File: src/rtl/axi4lite_pkg.sv
// Shared AXI4-Lite definitions for the master and the register-bank slave.
// Response codes, response type and write-join state encoding.
package axi4lite_pkg;

   typedef logic [1:0] resp_t;

   localparam resp_t RESP_OKAY   = 2'b00;
   localparam resp_t RESP_SLVERR = 2'b10;

   typedef enum logic [1:0] {
      JOIN_IDLE = 2'd0,
      JOIN_AW   = 2'd1,
      JOIN_W    = 2'd2
   } join_state_t;

endpackage

File: src/rtl/axi4lite_if.sv
// AXI4-Lite bus bundle between master and register-bank slave.
// Signal names follow the slave-side view.
interface axi4lite_if #(
   parameter int ADDR_WIDTH = 2,
   parameter int DATA_WIDTH = 8
);
   import axi4lite_pkg::*;

   logic [ADDR_WIDTH-1:0]   s_awaddr;
   logic                    s_awvalid;
   logic                    s_awready;
   logic [DATA_WIDTH-1:0]   s_wdata;
   logic [DATA_WIDTH/8-1:0] s_wstrb;
   logic                    s_wvalid;
   logic                    s_wready;
   resp_t                   s_bresp;
   logic                    s_bvalid;
   logic                    s_bready;
   logic [ADDR_WIDTH-1:0]   s_araddr;
   logic                    s_arvalid;
   logic                    s_arready;
   logic [DATA_WIDTH-1:0]   s_rdata;
   resp_t                   s_rresp;
   logic                    s_rvalid;
   logic                    s_rready;

   modport master (
      output s_awaddr, s_awvalid, input s_awready,
      output s_wdata, s_wstrb, s_wvalid, input s_wready,
      input s_bresp, s_bvalid, output s_bready,
      output s_araddr, s_arvalid, input s_arready,
      input s_rdata, s_rresp, s_rvalid, output s_rready
   );

   modport slave (
      input s_awaddr, s_awvalid, output s_awready,
      input s_wdata, s_wstrb, s_wvalid, output s_wready,
      output s_bresp, s_bvalid, input s_bready,
      input s_araddr, s_arvalid, output s_arready,
      output s_rdata, s_rresp, s_rvalid, input s_rready
   );

endinterface

File: src/rtl/axi4lite_wr_join.sv
// Joins independently arriving AW and W beats into one write commit.
// A beat that arrives first is held until its partner shows up.
module axi4lite_wr_join
   import axi4lite_pkg::*;
#(
   parameter int ADDR_WIDTH = 2,
   parameter int DATA_WIDTH = 8
) (
   input  logic                    clk,
   input  logic                    rst_n,
   input  logic                    ready_en,
   input  logic                    bvalid,
   input  logic [ADDR_WIDTH-1:0]   awaddr,
   input  logic                    awvalid,
   output logic                    awready,
   input  logic [DATA_WIDTH-1:0]   wdata,
   input  logic [DATA_WIDTH/8-1:0] wstrb,
   input  logic                    wvalid,
   output logic                    wready,
   output logic                    commit,
   output logic [ADDR_WIDTH-1:0]   addr,
   output logic [DATA_WIDTH-1:0]   data,
   output logic [DATA_WIDTH/8-1:0] strb
);

   join_state_t state_q, state_d;

   logic [ADDR_WIDTH-1:0]   addr_q;
   logic [DATA_WIDTH-1:0]   data_q;
   logic [DATA_WIDTH/8-1:0] strb_q;

   logic aw_held, w_held, aw_hs, w_hs;

   assign aw_held = (state_q == JOIN_AW);
   assign w_held  = (state_q == JOIN_W);

   assign awready = ready_en & ~aw_held & ~bvalid;
   assign wready  = ready_en & ~w_held & ~bvalid;

   assign aw_hs = awvalid & awready;
   assign w_hs  = wvalid & wready;

   assign commit = (aw_held | aw_hs) & (w_held | w_hs);

   assign addr = aw_held ? addr_q : awaddr;
   assign data = w_held ? data_q : wdata;
   assign strb = w_held ? strb_q : wstrb;

   always_ff @(posedge clk or negedge rst_n) begin
      if (!rst_n) state_q <= JOIN_IDLE;
      else        state_q <= state_d;
   end

   always_comb begin
      state_d = state_q;
      unique case (state_q)
         JOIN_IDLE: begin
            if (aw_hs && !w_hs)      state_d = JOIN_AW;
            else if (w_hs && !aw_hs) state_d = JOIN_W;
         end
         JOIN_AW: if (w_hs)  state_d = JOIN_IDLE;
         JOIN_W:  if (aw_hs) state_d = JOIN_IDLE;
         default: state_d = JOIN_IDLE;
      endcase
   end

   always_ff @(posedge clk or negedge rst_n) begin
      if (!rst_n) begin
         addr_q <= '0;
         data_q <= '0;
         strb_q <= '0;
      end else begin
         if (aw_hs) addr_q <= awaddr;
         if (w_hs) begin
            data_q <= wdata;
            strb_q <= wstrb;
         end
      end
   end

endmodule

File: src/rtl/axi4lite_regbank_slave.sv
// AXI4-Lite slave register bank; the top index is a read-only write counter.
// Registers are exported flat on regs_out.
module axi4lite_regbank_slave
   import axi4lite_pkg::*;
#(
   parameter int ADDR_WIDTH = 2,
   parameter int DATA_WIDTH = 8
) (
   input  logic clk,
   input  logic rst_n,
   axi4lite_if.slave bus,
   output logic [(2**ADDR_WIDTH)*DATA_WIDTH-1:0] regs_out
);

   localparam int N  = 2**ADDR_WIDTH;
   localparam int NB = DATA_WIDTH/8;
   localparam logic [ADDR_WIDTH-1:0] RO_IDX = '1;

   logic                  ready_en;
   logic [DATA_WIDTH-1:0] regs [N];

   logic                  commit;
   logic [ADDR_WIDTH-1:0] w_addr;
   logic [DATA_WIDTH-1:0] w_data;
   logic [NB-1:0]         w_strb;
   logic                  ro_hit;

   logic                  bvalid;
   resp_t                 bresp;
   logic                  rvalid;
   logic [DATA_WIDTH-1:0] rdata;
   resp_t                 rresp;
   logic                  arready;
   logic                  ar_hs;

   always_ff @(posedge clk or negedge rst_n) begin
      if (!rst_n) ready_en <= 1'b0;
      else        ready_en <= 1'b1;
   end

   axi4lite_wr_join #(
      .ADDR_WIDTH (ADDR_WIDTH),
      .DATA_WIDTH (DATA_WIDTH)
   ) u_join (
      .clk      (clk),
      .rst_n    (rst_n),
      .ready_en (ready_en),
      .bvalid   (bvalid),
      .awaddr   (bus.s_awaddr),
      .awvalid  (bus.s_awvalid),
      .awready  (bus.s_awready),
      .wdata    (bus.s_wdata),
      .wstrb    (bus.s_wstrb),
      .wvalid   (bus.s_wvalid),
      .wready   (bus.s_wready),
      .commit   (commit),
      .addr     (w_addr),
      .data     (w_data),
      .strb     (w_strb)
   );

   assign ro_hit = (w_addr == RO_IDX);

   // Counter lives in the top slot; writes aimed at it are rejected
   always_ff @(posedge clk or negedge rst_n) begin
      if (!rst_n) begin
         for (int i = 0; i < N; i++) regs[i] <= '0;
      end else if (commit && !ro_hit) begin
         for (int i = 0; i < N-1; i++) begin
            if (w_addr == ADDR_WIDTH'(i)) begin
               for (int b = 0; b < NB; b++) begin
                  if (w_strb[b]) regs[i][b*8 +: 8] <= w_data[b*8 +: 8];
               end
            end
         end
         regs[N-1] <= regs[N-1] + DATA_WIDTH'(1);
      end
   end

   always_ff @(posedge clk or negedge rst_n) begin
      if (!rst_n) begin
         bvalid <= 1'b0;
         bresp  <= RESP_OKAY;
      end else if (commit) begin
         bvalid <= 1'b1;
         bresp  <= ro_hit ? RESP_SLVERR : RESP_OKAY;
      end else if (bvalid && bus.s_bready) begin
         bvalid <= 1'b0;
      end
   end

   assign arready = ready_en & ~rvalid;
   assign ar_hs   = bus.s_arvalid & arready;

   always_ff @(posedge clk or negedge rst_n) begin
      if (!rst_n) begin
         rvalid <= 1'b0;
         rdata  <= '0;
         rresp  <= RESP_OKAY;
      end else if (ar_hs) begin
         rvalid <= 1'b1;
         rdata  <= regs[bus.s_araddr];
         rresp  <= RESP_OKAY;
      end else if (rvalid && bus.s_rready) begin
         rvalid <= 1'b0;
      end
   end

   assign bus.s_bvalid  = bvalid;
   assign bus.s_bresp   = bresp;
   assign bus.s_arready = arready;
   assign bus.s_rvalid  = rvalid;
   assign bus.s_rdata   = rdata;
   assign bus.s_rresp   = rresp;

   always_comb begin
      regs_out = '0;
      for (int i = 0; i < N; i++) regs_out[i*DATA_WIDTH +: DATA_WIDTH] = regs[i];
   end

endmodule

File: src/flat_wrapper.sv
// flat-port wrapper written by rule: the top's interface ports become plain ports
module axi4lite_regbank_slave_flat import axi4lite_pkg::*;
#(
   parameter int ADDR_WIDTH = 2,
   parameter int DATA_WIDTH = 8
)
  (clk, rst_n, regs_out, bus_s_awaddr, bus_s_awvalid, bus_s_awready, bus_s_wdata, bus_s_wstrb, bus_s_wvalid, bus_s_wready, bus_s_bresp, bus_s_bvalid, bus_s_bready, bus_s_araddr, bus_s_arvalid, bus_s_arready, bus_s_rdata, bus_s_rresp, bus_s_rvalid, bus_s_rready);
  axi4lite_if #(.ADDR_WIDTH(ADDR_WIDTH), .DATA_WIDTH(DATA_WIDTH)) bus_i ();
  input  logic clk;
  input  logic rst_n;
  output logic [(2**ADDR_WIDTH)*DATA_WIDTH-1:0] regs_out;
  input wire logic [$bits(bus_i.s_awaddr)-1:0] bus_s_awaddr;
  input wire logic [$bits(bus_i.s_awvalid)-1:0] bus_s_awvalid;
  output wire logic [$bits(bus_i.s_awready)-1:0] bus_s_awready;
  input wire logic [$bits(bus_i.s_wdata)-1:0] bus_s_wdata;
  input wire logic [$bits(bus_i.s_wstrb)-1:0] bus_s_wstrb;
  input wire logic [$bits(bus_i.s_wvalid)-1:0] bus_s_wvalid;
  output wire logic [$bits(bus_i.s_wready)-1:0] bus_s_wready;
  output wire logic [$bits(bus_i.s_bresp)-1:0] bus_s_bresp;
  output wire logic [$bits(bus_i.s_bvalid)-1:0] bus_s_bvalid;
  input wire logic [$bits(bus_i.s_bready)-1:0] bus_s_bready;
  input wire logic [$bits(bus_i.s_araddr)-1:0] bus_s_araddr;
  input wire logic [$bits(bus_i.s_arvalid)-1:0] bus_s_arvalid;
  output wire logic [$bits(bus_i.s_arready)-1:0] bus_s_arready;
  output wire logic [$bits(bus_i.s_rdata)-1:0] bus_s_rdata;
  output wire logic [$bits(bus_i.s_rresp)-1:0] bus_s_rresp;
  output wire logic [$bits(bus_i.s_rvalid)-1:0] bus_s_rvalid;
  input wire logic [$bits(bus_i.s_rready)-1:0] bus_s_rready;
  assign bus_i.s_awaddr = bus_s_awaddr;
  assign bus_i.s_awvalid = bus_s_awvalid;
  assign bus_s_awready = bus_i.s_awready;
  assign bus_i.s_wdata = bus_s_wdata;
  assign bus_i.s_wstrb = bus_s_wstrb;
  assign bus_i.s_wvalid = bus_s_wvalid;
  assign bus_s_wready = bus_i.s_wready;
  assign bus_s_bresp = bus_i.s_bresp;
  assign bus_s_bvalid = bus_i.s_bvalid;
  assign bus_i.s_bready = bus_s_bready;
  assign bus_i.s_araddr = bus_s_araddr;
  assign bus_i.s_arvalid = bus_s_arvalid;
  assign bus_s_arready = bus_i.s_arready;
  assign bus_s_rdata = bus_i.s_rdata;
  assign bus_s_rresp = bus_i.s_rresp;
  assign bus_s_rvalid = bus_i.s_rvalid;
  assign bus_i.s_rready = bus_s_rready;
  axi4lite_regbank_slave #(.ADDR_WIDTH(ADDR_WIDTH), .DATA_WIDTH(DATA_WIDTH)) u_core (.clk(clk), .rst_n(rst_n), .bus(bus_i), .regs_out(regs_out));
endmodule
File: config.mk
export PLATFORM = sky130hd
export DESIGN_NAME = axi4lite_regbank_slave_flat
export DESIGN_NICKNAME = d
export VERILOG_FILES = /design/src/rtl/axi4lite_pkg.sv /design/src/rtl/axi4lite_if.sv /design/src/rtl/axi4lite_wr_join.sv /design/src/rtl/axi4lite_regbank_slave.sv /design/src/flat_wrapper.sv
export SDC_FILE = /design/constraint.sdc
export NUM_CORES = 1
export LEC_CHECK = 0
export CAP_MARGIN = 10
export CELL_PAD_IN_SITES_DETAIL_PLACEMENT = 0
export CELL_PAD_IN_SITES_GLOBAL_PLACEMENT = 1
export CORE_UTILIZATION = 35
export DETAILED_ROUTE_END_ITERATION = 10
export PLACE_DENSITY_LB_ADDON = 0.1
export REMOVE_ABC_BUFFERS = 1
export SYNTH_ARGS = -nofsm -noshare
export SYNTH_HDL_FRONTEND = slang
export SYNTH_SLANG_ARGS = --single-unit
File: constraint.sdc
create_clock -name clk -period 1.71 [get_ports clk]
set_clock_uncertainty 0.05 [all_clocks]
set_input_delay 0.342 -clock clk [delete_from_list [all_inputs] [get_ports clk]]
set_output_delay 0.342 -clock clk [all_outputs]
set_load 0.01 [all_outputs]
# == Word-level counts from Yosys, hierarchy flattened ==
# Index checks and enable logic that the tools add are counted.
# op_classes
n_lt_le_gt_ge,1
eq_ne,8
reduce_logical,16
muxes,16
bitwise_logic,16
addsub,1
# op_table
cell,n
8-bit two-way mux,3
8-bit binary-select mux with 2-bit select,1
2-bit two-way mux,6
3-bit AND reduction,4
1-bit AND,9
"8-bit by 1-bit adder with 8-bit output, second input constant",1
"2-bit equality test, second input constant",3
2-bit one-hot mux with 3 select lines,1
1-bit logical AND,5
1-bit two-way mux,5
"2-bit by 1-bit equality test with 1-bit output, second input constant",2
2-bit zero test,2
"2-bit by 1-bit inequality test with 1-bit output, second input constant",2
1-bit inverter,4
2-bit nonzero test,2
"3-bit >= comparator, second input constant",1
1-bit zero test,3
"3-bit inequality test, second input constant",1
2-bit inverter with 3-bit output,1
1-bit OR,2
# totals
regBits,58
in_bits,20
wordCells,71
out_inout_bits,49

# == Depth between registers and ports, before layout ==
# Gate-level depths: netlist (run 1).
# logic_depth
depth_word,10
depth_mapped,10
ltp_nobuf,8

# == Hierarchy ==
# From an unflattened synthesis (run 1), not the netlist that was laid out.
# hier_totals
cells_unflattened,177
area_unflattened_um2,2690.1
# modules_own_cells
module,n_inst,area_per_inst_um2,seq_area_each_um2,cells_per_inst
axi4lite_regbank_slave,1,1915.6,1101.1,121
axi4lite_wr_join,1,774.5,325.3,56

# == Worst setup path before layout (run 1) ==
# No wires, ideal clock.
# synth_path
path_kind,flip-flop to flip-flop
start,register u_core.u_join.state_q[1]
end,register u_core.u_join.state_q[0]
setup_ns,0.071
path_stages_with_launch,11
synth_period_minus_slack_ns,1.959
required_time_ns,1.589
setup_slack_ns,-0.249
arrival_time_ns,1.837
path_cell_list,dfrtp_1 buf_6 nor2b_4 buf_12 nor2b_1 nand2_1 buf_2 ha_1 nor3b_1 a21oi_1 nor2_1
# synth_between
elab_chain_cells,9
elab_cells_between_ends,21
# synth_rtl
element,line,source
start: declaration,axi4lite_wr_join.sv:26,"join_state_t state_q, state_d;"
start signal: assignment,axi4lite_wr_join.sv:51,else state_q <= state_d;
2-bit equality test (*),axi4lite_wr_join.sv:35,assign w_held = (state_q == JOIN_W);
1-bit inverter (*),axi4lite_wr_join.sv:38,assign wready = ready_en & ~w_held & ~bvalid;
1-bit AND (*) (2 in a row),axi4lite_wr_join.sv:38,
named net bus_s_wready,flat_wrapper.sv:18,output wire logic [$bits(bus_i.s_wready)-1:0] bus_s_wready;
1-bit AND (*),axi4lite_wr_join.sv:41,assign w_hs = wvalid & wready;
1-bit zero test,axi4lite_wr_join.sv:58,if (aw_hs && !w_hs) state_d = JOIN_AW;
1-bit logical AND,axi4lite_wr_join.sv:58,
3-bit inequality test (no source line) or 2-bit two-way mux (tied branches),-,
3-bit AND reduction (no source line) or 2-bit one-hot mux with 3 select lines (tied branches),-,
# The timed path passes the listed nets; every way through them passes the cells marked *.
# A chain may end at the register's enable or synchronous reset.

# == Worst setup path in the final report (run 1) ==
# layout_path
start,register u_core.u_join.state_q[1]
end,"register u_core.regs, in the netlist u_core.regs_out[2]"
# layout_between
elab_chain_cells,9
elab_cells_between_ends,21
# layout_rtl
element,line,source
2-bit by 1-bit equality test with 1-bit output or 2-bit equality test (tied branches),"axi4lite_wr_join.sv:34, axi4lite_wr_join.sv:35",
1-bit inverter (on tied branches),"axi4lite_wr_join.sv:37, axi4lite_wr_join.sv:38",
1-bit AND (on tied branches) (2 in a row),"axi4lite_wr_join.sv:37, axi4lite_wr_join.sv:38",
1-bit AND (on tied branches),"axi4lite_wr_join.sv:40, axi4lite_wr_join.sv:41",
1-bit OR,axi4lite_wr_join.sv:43,assign commit = (aw_held | aw_hs) & (w_held | w_hs);
1-bit AND,axi4lite_wr_join.sv:43,
1-bit logical AND,axi4lite_regbank_slave.sv:68,end else if (commit && !ro_hit) begin
3-bit AND reduction (no source line),-,
end signal: indexed assignment,axi4lite_regbank_slave.sv:72,if (w_strb[b]) regs[i][b*8 +: 8] <= w_data[b*8 +: 8];
end signal: indexed assignment,axi4lite_regbank_slave.sv:76,regs[N-1] <= regs[N-1] + DATA_WIDTH'(1);
end: declaration,axi4lite_regbank_slave.sv:20,logic [DATA_WIDTH-1:0] regs [N];
# Parallel ways exist; a longest one is shown, timed or not.

==> flow_summary.toml, run 1 <==
[min_path]
hold_class = "reg -> reg"
hold_path_startpoint = "u_core.bus.s_rdata[4]"
min_path_cells = 1

[status]
status = "complete, but fails checks"
failed_checks = "setup timing"

[floorplan]
io_pins = 69
die-area_mm2 = 0.00804
num_rows = 31
initial_core_util_pct = 36.7
die_w_um = 89.7
coreArea_mm2 = 0.00733
die_h_um = 89.7

[worst_setup_path]
r2r_slack_ps = -80
r2r_start = "u_core.u_join.state_q[1]"
critical_path_arrival_ps = 1970
start_kind = "register"
cp_max_fo = 8
crit_path_frequent_cell = "buf_6"
crit_start = "u_core.u_join.state_q[1]"
crit_buf_inv = 3
crit_path_end = "u_core.regs_out[2]"
cp_num_cells = 7
rr_endpoint = "u_core.regs_out[2]"
slowest_stage = "dfrtp_1"
reg2reg_depth = 7
end_kind = "register"
path_cells = "nor2b_4 > buf_6 > mux2i_4 > buf_6 > a211oi_4 > clkbuf_16 > a21oi_1"
cp_top_family = "buffers and inverters"
critPathMaxStageDelay_ps = 420
crit_type = "reg -> reg"
crit_required_ps = 1900

[synthesis]
yosysTopAreaCell = "dfrtp_1"
syn_avg_cell_area_um2 = 12.5
synth.area.top_cells = "dfrtp_1 (53%), mux2_2 (7.1%), mux4_2 (6.7%)"
synth_top_area_share_pct = 53.0
yosysUniqueCellTypes = 41
async_flop_share_pct = 100
synth_area_mm2 = 0.00269
synth_edf_count = 0
yosysSeqAreaShare_pct = 53.0
synthCells = 215
yosys_warnings = 0
synth_seq_cells = 57
synthFlopType = "dfrtp_1"

[power_and_ir_drop]
p_per_area_mw_per_mm2 = 1610
power_mw = 6.99
p_leak_nw = 2.03
ir_drop_mv = 0.819

[sta]
finalSetupViolCount = 16
min_period_ps = 1790
fin_crit_sh_pct = 105
finalMaxSlewViolations = 0
worst_slack_ps = -78.5
fmax_ghz = 0.559
rsz0062_at_grt = "yes"
setup_tns_ps = -672
hold-worst-slack_ps = 457
hold_viol = 0

[detailed_routing]
wl_mm = 7.02
dr.first_iter.drc_count = 93
met2_length_mm = 3.59
wl_met3_um = 262
m1WireLength_mm = 3.06
viasPerCell = 4.90
drcViolationCount = 0
top_layer_used = "met4"
num_vias = 2122
dr.pass1.iters = 4
ant_nets = 0
wl_per_cell_um = 16.2

[final_layout]
n_antenna_cell = 0
nets = 351
fin_cells = 433
multi_input_area_mm2 = 0.00139
utilization_pct = 59.1
nFillCells = 593
regArea_mm2 = 0.00143
drive_above_1_share_pct = 44.9
fin_area_mm2 = 0.00434
syn_to_final_growth_pct = 61.2

[global_route]
grt_max_degree = 58
grt_pass1_vias = 2024
grt_antenna_before_repair = 0
grt_use_total_pct = 19.0
grt.overflow.total = 0
grt_pass1_wl_mm = 10.7

[placed_design]
portBuffers = 65
dp_slack_ps = -283
gp_congestion = 0.717
place_inst = 398
dpl-instance-area_mm2 = 0.00365
place_hpwl_mm = 4.43

[clock_tree]
clk_latency_ps = 350
clock-sinks = 57
cts_tree = "built"
clockRootBuffer = "clkbuf_8"
clkTransAtPathRegs_ps = 70
clk_path_buf_depth = 2
htreeDepth = 3
cts_made_buffers = 9

[job]
drv_cap = 0
worst min-delay path by stage:
stage	end	slack, ps
floorplan	u_core.bus.s_bresp[1]	-4
global placement	u_core.bus.s_rvalid	320
detailed placement	u_core.bus.s_rvalid	320
CTS	u_core.u_join.data_q[5]	460
global route	u_core.bus.s_rdata[4]	480
finish	u_core.bus.s_rdata[4]	460
state kept, by name, indices dropped and copies added (netlist names):
signal                 flops
u_core.regs_out           32
u_core.bus.s_rdata         8
u_core.u_join.data_q       8
u_core.u_join.addr_q       2
u_core.u_join.state_q      2
u_core.bus.s_bresp         1
u_core.bus.s_bvalid        1
u_core.bus.s_rvalid        1
u_core.ready_en            1
u_core.u_join.strb_q       1
power by group:
part           internal (mW)  total, mW  leakage (nW)  switching, mW
logic                   1.93       3.23          1.22           1.31
clock network          0.746       1.29         0.109          0.547
registers               1.94       2.46         0.705          0.522
final cells by class:
cell class	count	area share (%)
clock buffer	11	3.49
clock inverter	5	1.24
inverter	5	0.433
multi-input combinational	144	32.1
sequential	57	33.0
tap	99	2.86
timing repair buffer	112	26.8
layout by cell type, fill, tap and decap left out, drive strengths merged, types with 2 or more instances in the layout:
| cell | netlist | layout |
|---|---|---|
| mux2i | 9 | 9 |
| a21oi | 19 | 19 |
| xnor2 | 6 | 6 |
| dlygate4sd2 | 0 | 4 |
| nand3 | 4 | 4 |
| clkbuf | 1 | 12 |
| conb | 2 | 4 |
| dlymetal6s2s | 0 | 18 |
| dfrtp | 57 | 57 |
| a211oi | 2 | 2 |
| and3 | 2 | 2 |
| a31oi | 4 | 4 |
| nor2 | 18 | 18 |
| nand2b | 2 | 2 |
| nand2 | 14 | 14 |
| mux4 | 8 | 8 |
| mux2 | 18 | 18 |
| nor2b | 5 | 5 |
| ha | 2 | 2 |
| buf | 11 | 47 |
| inv | 5 | 5 |
| clkinv | 0 | 4 |
| o21ai | 11 | 11 |
| clkdlybuf4s50 | 0 | 40 |
| a211o | 1 | 2 |
| and2 | 2 | 2 |
| nand4 | 3 | 3 |
| nor4bb | 2 | 2 |
repair_timing:
| item | 4_1_cts | 5_1_grt |
|---|---|---|
| hold buffers | 1 | 0 |
| hold endpoints to repair | 57 | 0 |
| endpoints found under the setup margin | 40 | 51 |
| resized for setup | 39 | 59 |
| cloned | 2 | 1 |
| pin swaps | 4 | 15 |
| setup buffers | 17 | 0 |
cells in the mapped netlist (2+ instances only):
master	number
a31oi_1	4
nor2b_1	4
a21oi_1	16
nand2b_1	2
dfrtp_1	57
buf_4	4
nor4bb_1	2
and3_1	2
o21ai_0	5
conb_1	2
nor2_1	18
mux2i_1	8
a21oi_2	3
o21ai_2	5
mux4_2	8
nand4_1	3
a211oi_4	2
buf_2	2
and2_1	2
nand2_1	14
mux2_2	17
xnor2_1	6
nand3_1	3
ha_1	2
buf_6	4
inv_1	5
layer usage:
metal  GRT usage (%)  up-vias
met5               0        -
met2            31.5       56
li1                -      998
met1            23.6     1058
met3            5.58       10
met4            6.93        0
kinds of logic after synthesis:
kind of cell	share of synthesized area (%)
and+or+nand+nor	10.8
AOI/OAI and AO/OA	10.2
other	0.279
DFF	53.0
adders and majority gates	0.930
buffers and inverters	4.74
muxes	17.7
xor gates and xnor gates	2.28
Note: power is estimated with default switching activity, not from simulation.
==> run 2: changes to the inputs <==
--- a/config.mk
+++ b/config.mk
@@ -5,6 +5,7 @@
 export SDC_FILE = /design/constraint.sdc
 export NUM_CORES = 1
 export LEC_CHECK = 0
+export ABC_CLOCK_PERIOD_IN_PS = 1710
 export CAP_MARGIN = 10
 export CELL_PAD_IN_SITES_DETAIL_PLACEMENT = 0
 export CELL_PAD_IN_SITES_GLOBAL_PLACEMENT = 1
@@ -15,3 +16,4 @@
 export SYNTH_ARGS = -nofsm -noshare
 export SYNTH_HDL_FRONTEND = slang
 export SYNTH_SLANG_ARGS = --single-unit
+export TNS_END_PERCENT = 20
==> run 2 against run 1 <==
Compared with the run above:
- the run still ends with setup timing left
- sequential power about the same
- largest power group unchanged
- setup slack improved by 8.8 ps
- non-clock buffer count decreased by 9
- combinational power decreased by 6%
- power decreased by 3.0%
- wire length decreased by 4.4%
- die area unchanged
- highest routed layer unchanged
- flip-flop and latch count unchanged
- critical path depth unchanged
- utilization decreased by 2.1 points
- first-iteration DRC count decreased by 3.2%
==> flow_summary.toml, run 2 (same netlist as run 1, synthesis figures left out) <==
[job]
drv_cap = 0

[final_layout]
nets = 342
nFillCells = 609
drive_above_1_share_pct = 40.0
largest_reg_flops = 32
final_cell_mix = "dfrtp_1 (53), clkdlybuf4s50_1 (36), buf_4 (26), dlymetal6s2s_1 (18), mux2_2 (17)"
syn_to_final_growth_pct = 55.5
n_antenna_cell = 0
utilization_pct = 57.1
final_common_cell = "dfrtp_1"

[floorplan]
die_w_um = 89.7
initial_core_util_pct = 36.7
io_pins = 69
die-area_mm2 = 0.00804
die_h_um = 89.7
num_rows = 31
coreArea_mm2 = 0.00733

[power_and_ir_drop]
ir_drop_mv = 0.800
p_leak_nw = 1.99
clockPowerShare_pct = 19.0
p_per_area_mw_per_mm2 = 1620
power_mw = 6.78
p_sw_mw = 2.28
comb_power_share_pct = 44.9
swShare_pct = 33.6
seqPwrFrac_pct = 36.1
p_int_mw = 4.50

[sta]
min_period_ps = 1780
fmax_ghz = 0.562
setup_tns_ps = -419
finalMaxSlewViolations = 0
fin_crit_sh_pct = 104
finalSetupViolCount = 10
rsz0062_at_grt = "yes"
hold_viol = 0
worst_slack_ps = -69.7

[worst_setup_path]
cp_max_fo = 8
r2r_slack_ps = -70
critical_path_arrival_ps = 1960
path_cells = "nor2b_4 > mux2i_4 > buf_6 > a211oi_4 > buf_12 > nor2_1 > a21oi_2"
crit_required_ps = 1890
slowest_stage = "dfrtp_1"
cp_top_family = "flip-flops"
r2r_start = "u_core.u_join.state_q[1]"
reg2reg_depth = 7
rr_endpoint = "u_core.regs_out[17]"
crit_type = "reg -> reg"
end_kind = "register"
start_kind = "register"
crit_buf_inv = 2
critPathMaxStageDelay_ps = 420

[min_path]
min_to = "u_core.bus.s_rdata[4]"
hold_path_startpoint = "u_core.bus.s_rdata[4]"
hold_class = "reg -> reg"
min_path_cells = 1

[global_route]
grt.overflow.total = 0
grt_antenna_before_repair = 0
grt_use_total_pct = 17.8
grt_pass1_vias = 1887
grt_max_degree = 58
grt_pass1_wl_mm = 9.97

[placed_design]
portBuffers = 65
gp_congestion = 0.717
dp_slack_ps = -283
place_hpwl_mm = 4.43

[status]
failed_checks = "setup timing"
status = "complete, but fails checks"

[clock_tree]
clkTransAtPathRegs_ps = 70
cts_tree = "built"
cts_made_buffers = 9
clock-sinks = 57
clk_latency_ps = 340
htreeDepth = 3
clk_path_buf_depth = 2
clockRootBuffer = "clkbuf_8"

[detailed_routing]
dr.first_iter.drc_count = 90
wl_mm = 6.71
viasPerCell = 4.88
drcViolationCount = 0
dr.pass1.iters = 4
ant_nets = 0
wl_per_cell_um = 15.8
num_vias = 2068
run 2: cell count changes in the layout (fill, tap and decap cells not counted), sizes merged:
cell | before | now
buf | 47 | 37
clkdlybuf4s15 | 1 | 0
clkdlybuf4s50 | 40 | 36
dlygate4sd2 | 4 | 8
clkbuf | 12 | 14
run 2: final cells by class:
type                            count  area [um2]  area share, %
Sequential cell                    57        1430           34.2
Multi-Input combinational cell    144        1340           32.0
Timing Repair Buffer              103        1070           25.5
Clock buffer                       11         151           3.62
Tap cell                           99         124           2.96
Clock inverter                      5        53.8           1.29
Inverter                            5        18.8          0.449
run 2: metal layers:
layer	vias to the layer above	GRT usage (%)	share of wire (%)
met5	-	0	0
met4	0	7.50	1.8
met3	11	5.58	4.1
met2	59	28.0	50
met1	1025	22.8	45
li1	973	-	-
run 2: worst max path at each step:
stage / start / endpoint / slack (ps) / cells after the start
finish: u_core.u_join.state_q[1] / u_core.regs_out[17] / -70 / 7
global route: u_core.u_join.state_q[1] / u_core.regs_out[17] / -150 / 7
CTS: u_core.u_join.state_q[0] / u_core.regs_out[22] / -70 / 7
detailed placement: bus_s_wvalid / u_core.regs_out[25] / -280 / 5
global placement: bus_s_wvalid / u_core.regs_out[9] / -260 / 5
floorplan: u_core.bus.s_bvalid / u_core.u_join.state_q[0] / -270 / 7
run 2: power by group through the flow:
stage          combinational (mW)  clock (mW)  sequential [mW]
6_report                     3.04        1.29             2.45
5_1_grt                      3.33        1.38             2.52
4_1_cts                      2.89        1.33             2.42
3_5_place_dp                 2.75           0             2.45
3_3_place_gp                 2.72           0             2.44
2_1_floorplan                1.08           0             2.55
run 2: through the flow:
stage	hold WS, ps	instance area [um2]	instances
CTS	458	3960	419
finish	457	4180	424
detailed placement	323	3650	398
floorplan	-3.59	2590	205
global placement	321	3650	398
global route	481	4180	424
run 2: what timing repair did:
item                                   4_1_cts  5_1_grt
pin swaps                                    1        5
gates resized for setup                     28       49
setup buffers                                3        4
setup endpoints to repair                   40       52
gates cloned                                 1        1
hold buffers                                 1        0
endpoints found under the hold margin       57        0
==> run 3: changes to the inputs <==
--- a/config.mk
+++ b/config.mk
@@ -10,10 +10,11 @@
 export CELL_PAD_IN_SITES_DETAIL_PLACEMENT = 0
 export CELL_PAD_IN_SITES_GLOBAL_PLACEMENT = 1
 export CORE_UTILIZATION = 35
+export CTS_BUF_LIST = sky130_fd_sc_hd__clkbuf_16
 export DETAILED_ROUTE_END_ITERATION = 10
 export PLACE_DENSITY_LB_ADDON = 0.1
 export REMOVE_ABC_BUFFERS = 1
 export SYNTH_ARGS = -nofsm -noshare
 export SYNTH_HDL_FRONTEND = slang
 export SYNTH_SLANG_ARGS = --single-unit
-export TNS_END_PERCENT = 20
+export TNS_END_PERCENT = 100
==> run 3 against run 2 <==
Compared with the run above:
- the run still ends with setup timing left
- flip-flop and latch count unchanged
- non-clock buffer count decreased by 1
- sequential power is 2% higher
- utilization rose by 1.5 points
- sequential share of layout area down 0.87 points
- final cell count fell by 0.24%
- clock power up 33%
- die area did not move
- critical path type is now reg -> out
- largest cell class unchanged
- largest power group unchanged
==> flow_summary.toml, run 3 (same netlist as run 1, synthesis figures left out) <==
[status]
status = "complete, but fails checks"
failed_checks = "setup timing"

[final_layout]
utilization_pct = 58.6
fin_cells = 423
final_common_cell = "dfrtp_1"
drive_above_1_share_pct = 42.9
nets = 341
n_antenna_cell = 0
final_cell_mix = "dfrtp_1 (52), clkdlybuf4s50_1 (46), buf_4 (25), mux2_2 (17), dlymetal6s2s_1 (11)"
largest_reg_flops = 32
syn_to_final_growth_pct = 59.7

[worst_setup_path]
start_kind = "register"
critical_path_arrival_ps = 1330
crit_required_ps = 1320
critPathMaxStageDelay_ps = 410
end_kind = "output port"
slowest_stage = "dfrtp_1"
cp_max_fo = 5
path_cells = "nand2b_1 > and2_1 > dlygate4sd2_1"
crit_type = "reg -> out"
crit_buf_inv = 1
cp_top_family = "flip-flops"

[global_route]
grt_pass1_vias = 1951
grt_use_total_pct = 18.6
grt_pass1_wl_mm = 10.5
grt_max_degree = 58
grt_antenna_before_repair = 0
grt.overflow.total = 0

[placed_design]
gp_congestion = 0.717
place_hpwl_mm = 4.43
place_inst = 398
portBuffers = 65

[power_and_ir_drop]
p_per_area_mw_per_mm2 = 1710
power_mw = 7.36
ir_drop_mv = 0.875
p_leak_nw = 1.95

[sta]
hold_viol = 0
fmax_ghz = 0.580
setup_tns_ps = -17.6
finalMaxSlewViolations = 0
finalSetupViolCount = 2
rsz0062_at_grt = "yes"
worst_slack_ps = -14.7
min_period_ps = 1720
fin_crit_sh_pct = 101

[detailed_routing]
wl_mm = 7.00
num_vias = 2049
dr.first_iter.drc_count = 63
drcViolationCount = 0
dr.pass1.iters = 6
viasPerCell = 4.84
ant_nets = 0
wl_per_cell_um = 16.6

[clock_tree]
clockRootBuffer = "clkbuf_16"
cts_tree = "built"
clk_path_buf_depth = 2
cts_made_buffers = 9
clock-sinks = 57
htreeDepth = 3
clk_latency_ps = 320
clkTransAtPathRegs_ps = 50

[floorplan]
die_w_um = 89.7
coreArea_mm2 = 0.00733
initial_core_util_pct = 36.7
io_pins = 69
die-area_mm2 = 0.00804
die_h_um = 89.7
num_rows = 31

[job]
drv_cap = 0

[min_path]
hold_class = "reg -> reg"
## run 3: changes by cell type in the layout (fill, tap and decap cells not counted), moves of 7 or more
cell / delta
clkdlybuf4s50_1: +10
dlymetal6s2s_1: -7
nor2_1: -8
clkbuf_16: +8
clkbuf_8: -11
## run 3: layout make-up
cell class / count / area, um2
inverter: 5 / 18.8
fill: 601 / 3030
timing repair buffer: 102 / 1030
sequential: 57 / 1430
multi-input combinational: 144 / 1410
clock inverter: 7 / 61.3
clock buffer: 9 / 225
tap: 99 / 124
## run 3: what timing repair did
item,in CTS,in global routing
gates resized for setup,35,55
gates cloned,1,1
setup endpoints to repair,35,43
buffers inserted,8,0
hold buffers,1,0
hold endpoints to repair,57,0
pin swaps,3,6
## run 3: final timing paths
check,start,to,depth (start not counted),slack [ps]
worst max-delay path,u_core.u_join.state_q[1],bus_s_awready,3,-10
worst min-delay path,u_core.bus.s_rdata[4],u_core.bus.s_rdata[4],1,450
worst max register to register,u_core.u_join.state_q[0],u_core.regs_out[6],7,0
worst min register to register,u_core.bus.s_rdata[4],u_core.bus.s_rdata[4],1,450
max in group asynchronous,rst_n,u_core.u_join.state_q[0],3,820
min in group asynchronous,rst_n,u_core.regs_out[30],3,500
## run 3: metal layers
metal  GRT usage [%]  wire length [um]
met1            24.0              3130
met2            29.8              3520
met3            4.75               256
met4            7.79                94
met5               0                 0
## run 3: power breakdown
| part | internal (mW) | total, mW | switching (mW) |
|---|---|---|---|
| logic | 1.88 | 3.14 | 1.27 |
| registers | 1.95 | 2.51 | 0.562 |
| clock network | 1.11 | 1.71 | 0.600 |
| total | 4.93 | 7.36 | 2.43 |
## run 3: stage by stage
step / area [um2] / hold slack [ps] / setup slack (ps)
after floorplan: 2590 / -3.59 / -268
after global placement: 3650 / 321 / -257
after detailed placement: 3650 / 323 / -283
after CTS: 4130 / 455 / -37.8
after global routing: 4300 / 476 / -81.5
final: 4300 / 452 / -14.7
## run 3: worst register-to-register path, delay by kind of cell (launching register included)
kind            cells  cell delay [ps]
flops               1              450
simple gates        2              340
buf+inv             2              340
mux                 1              320
compound gates      2               90
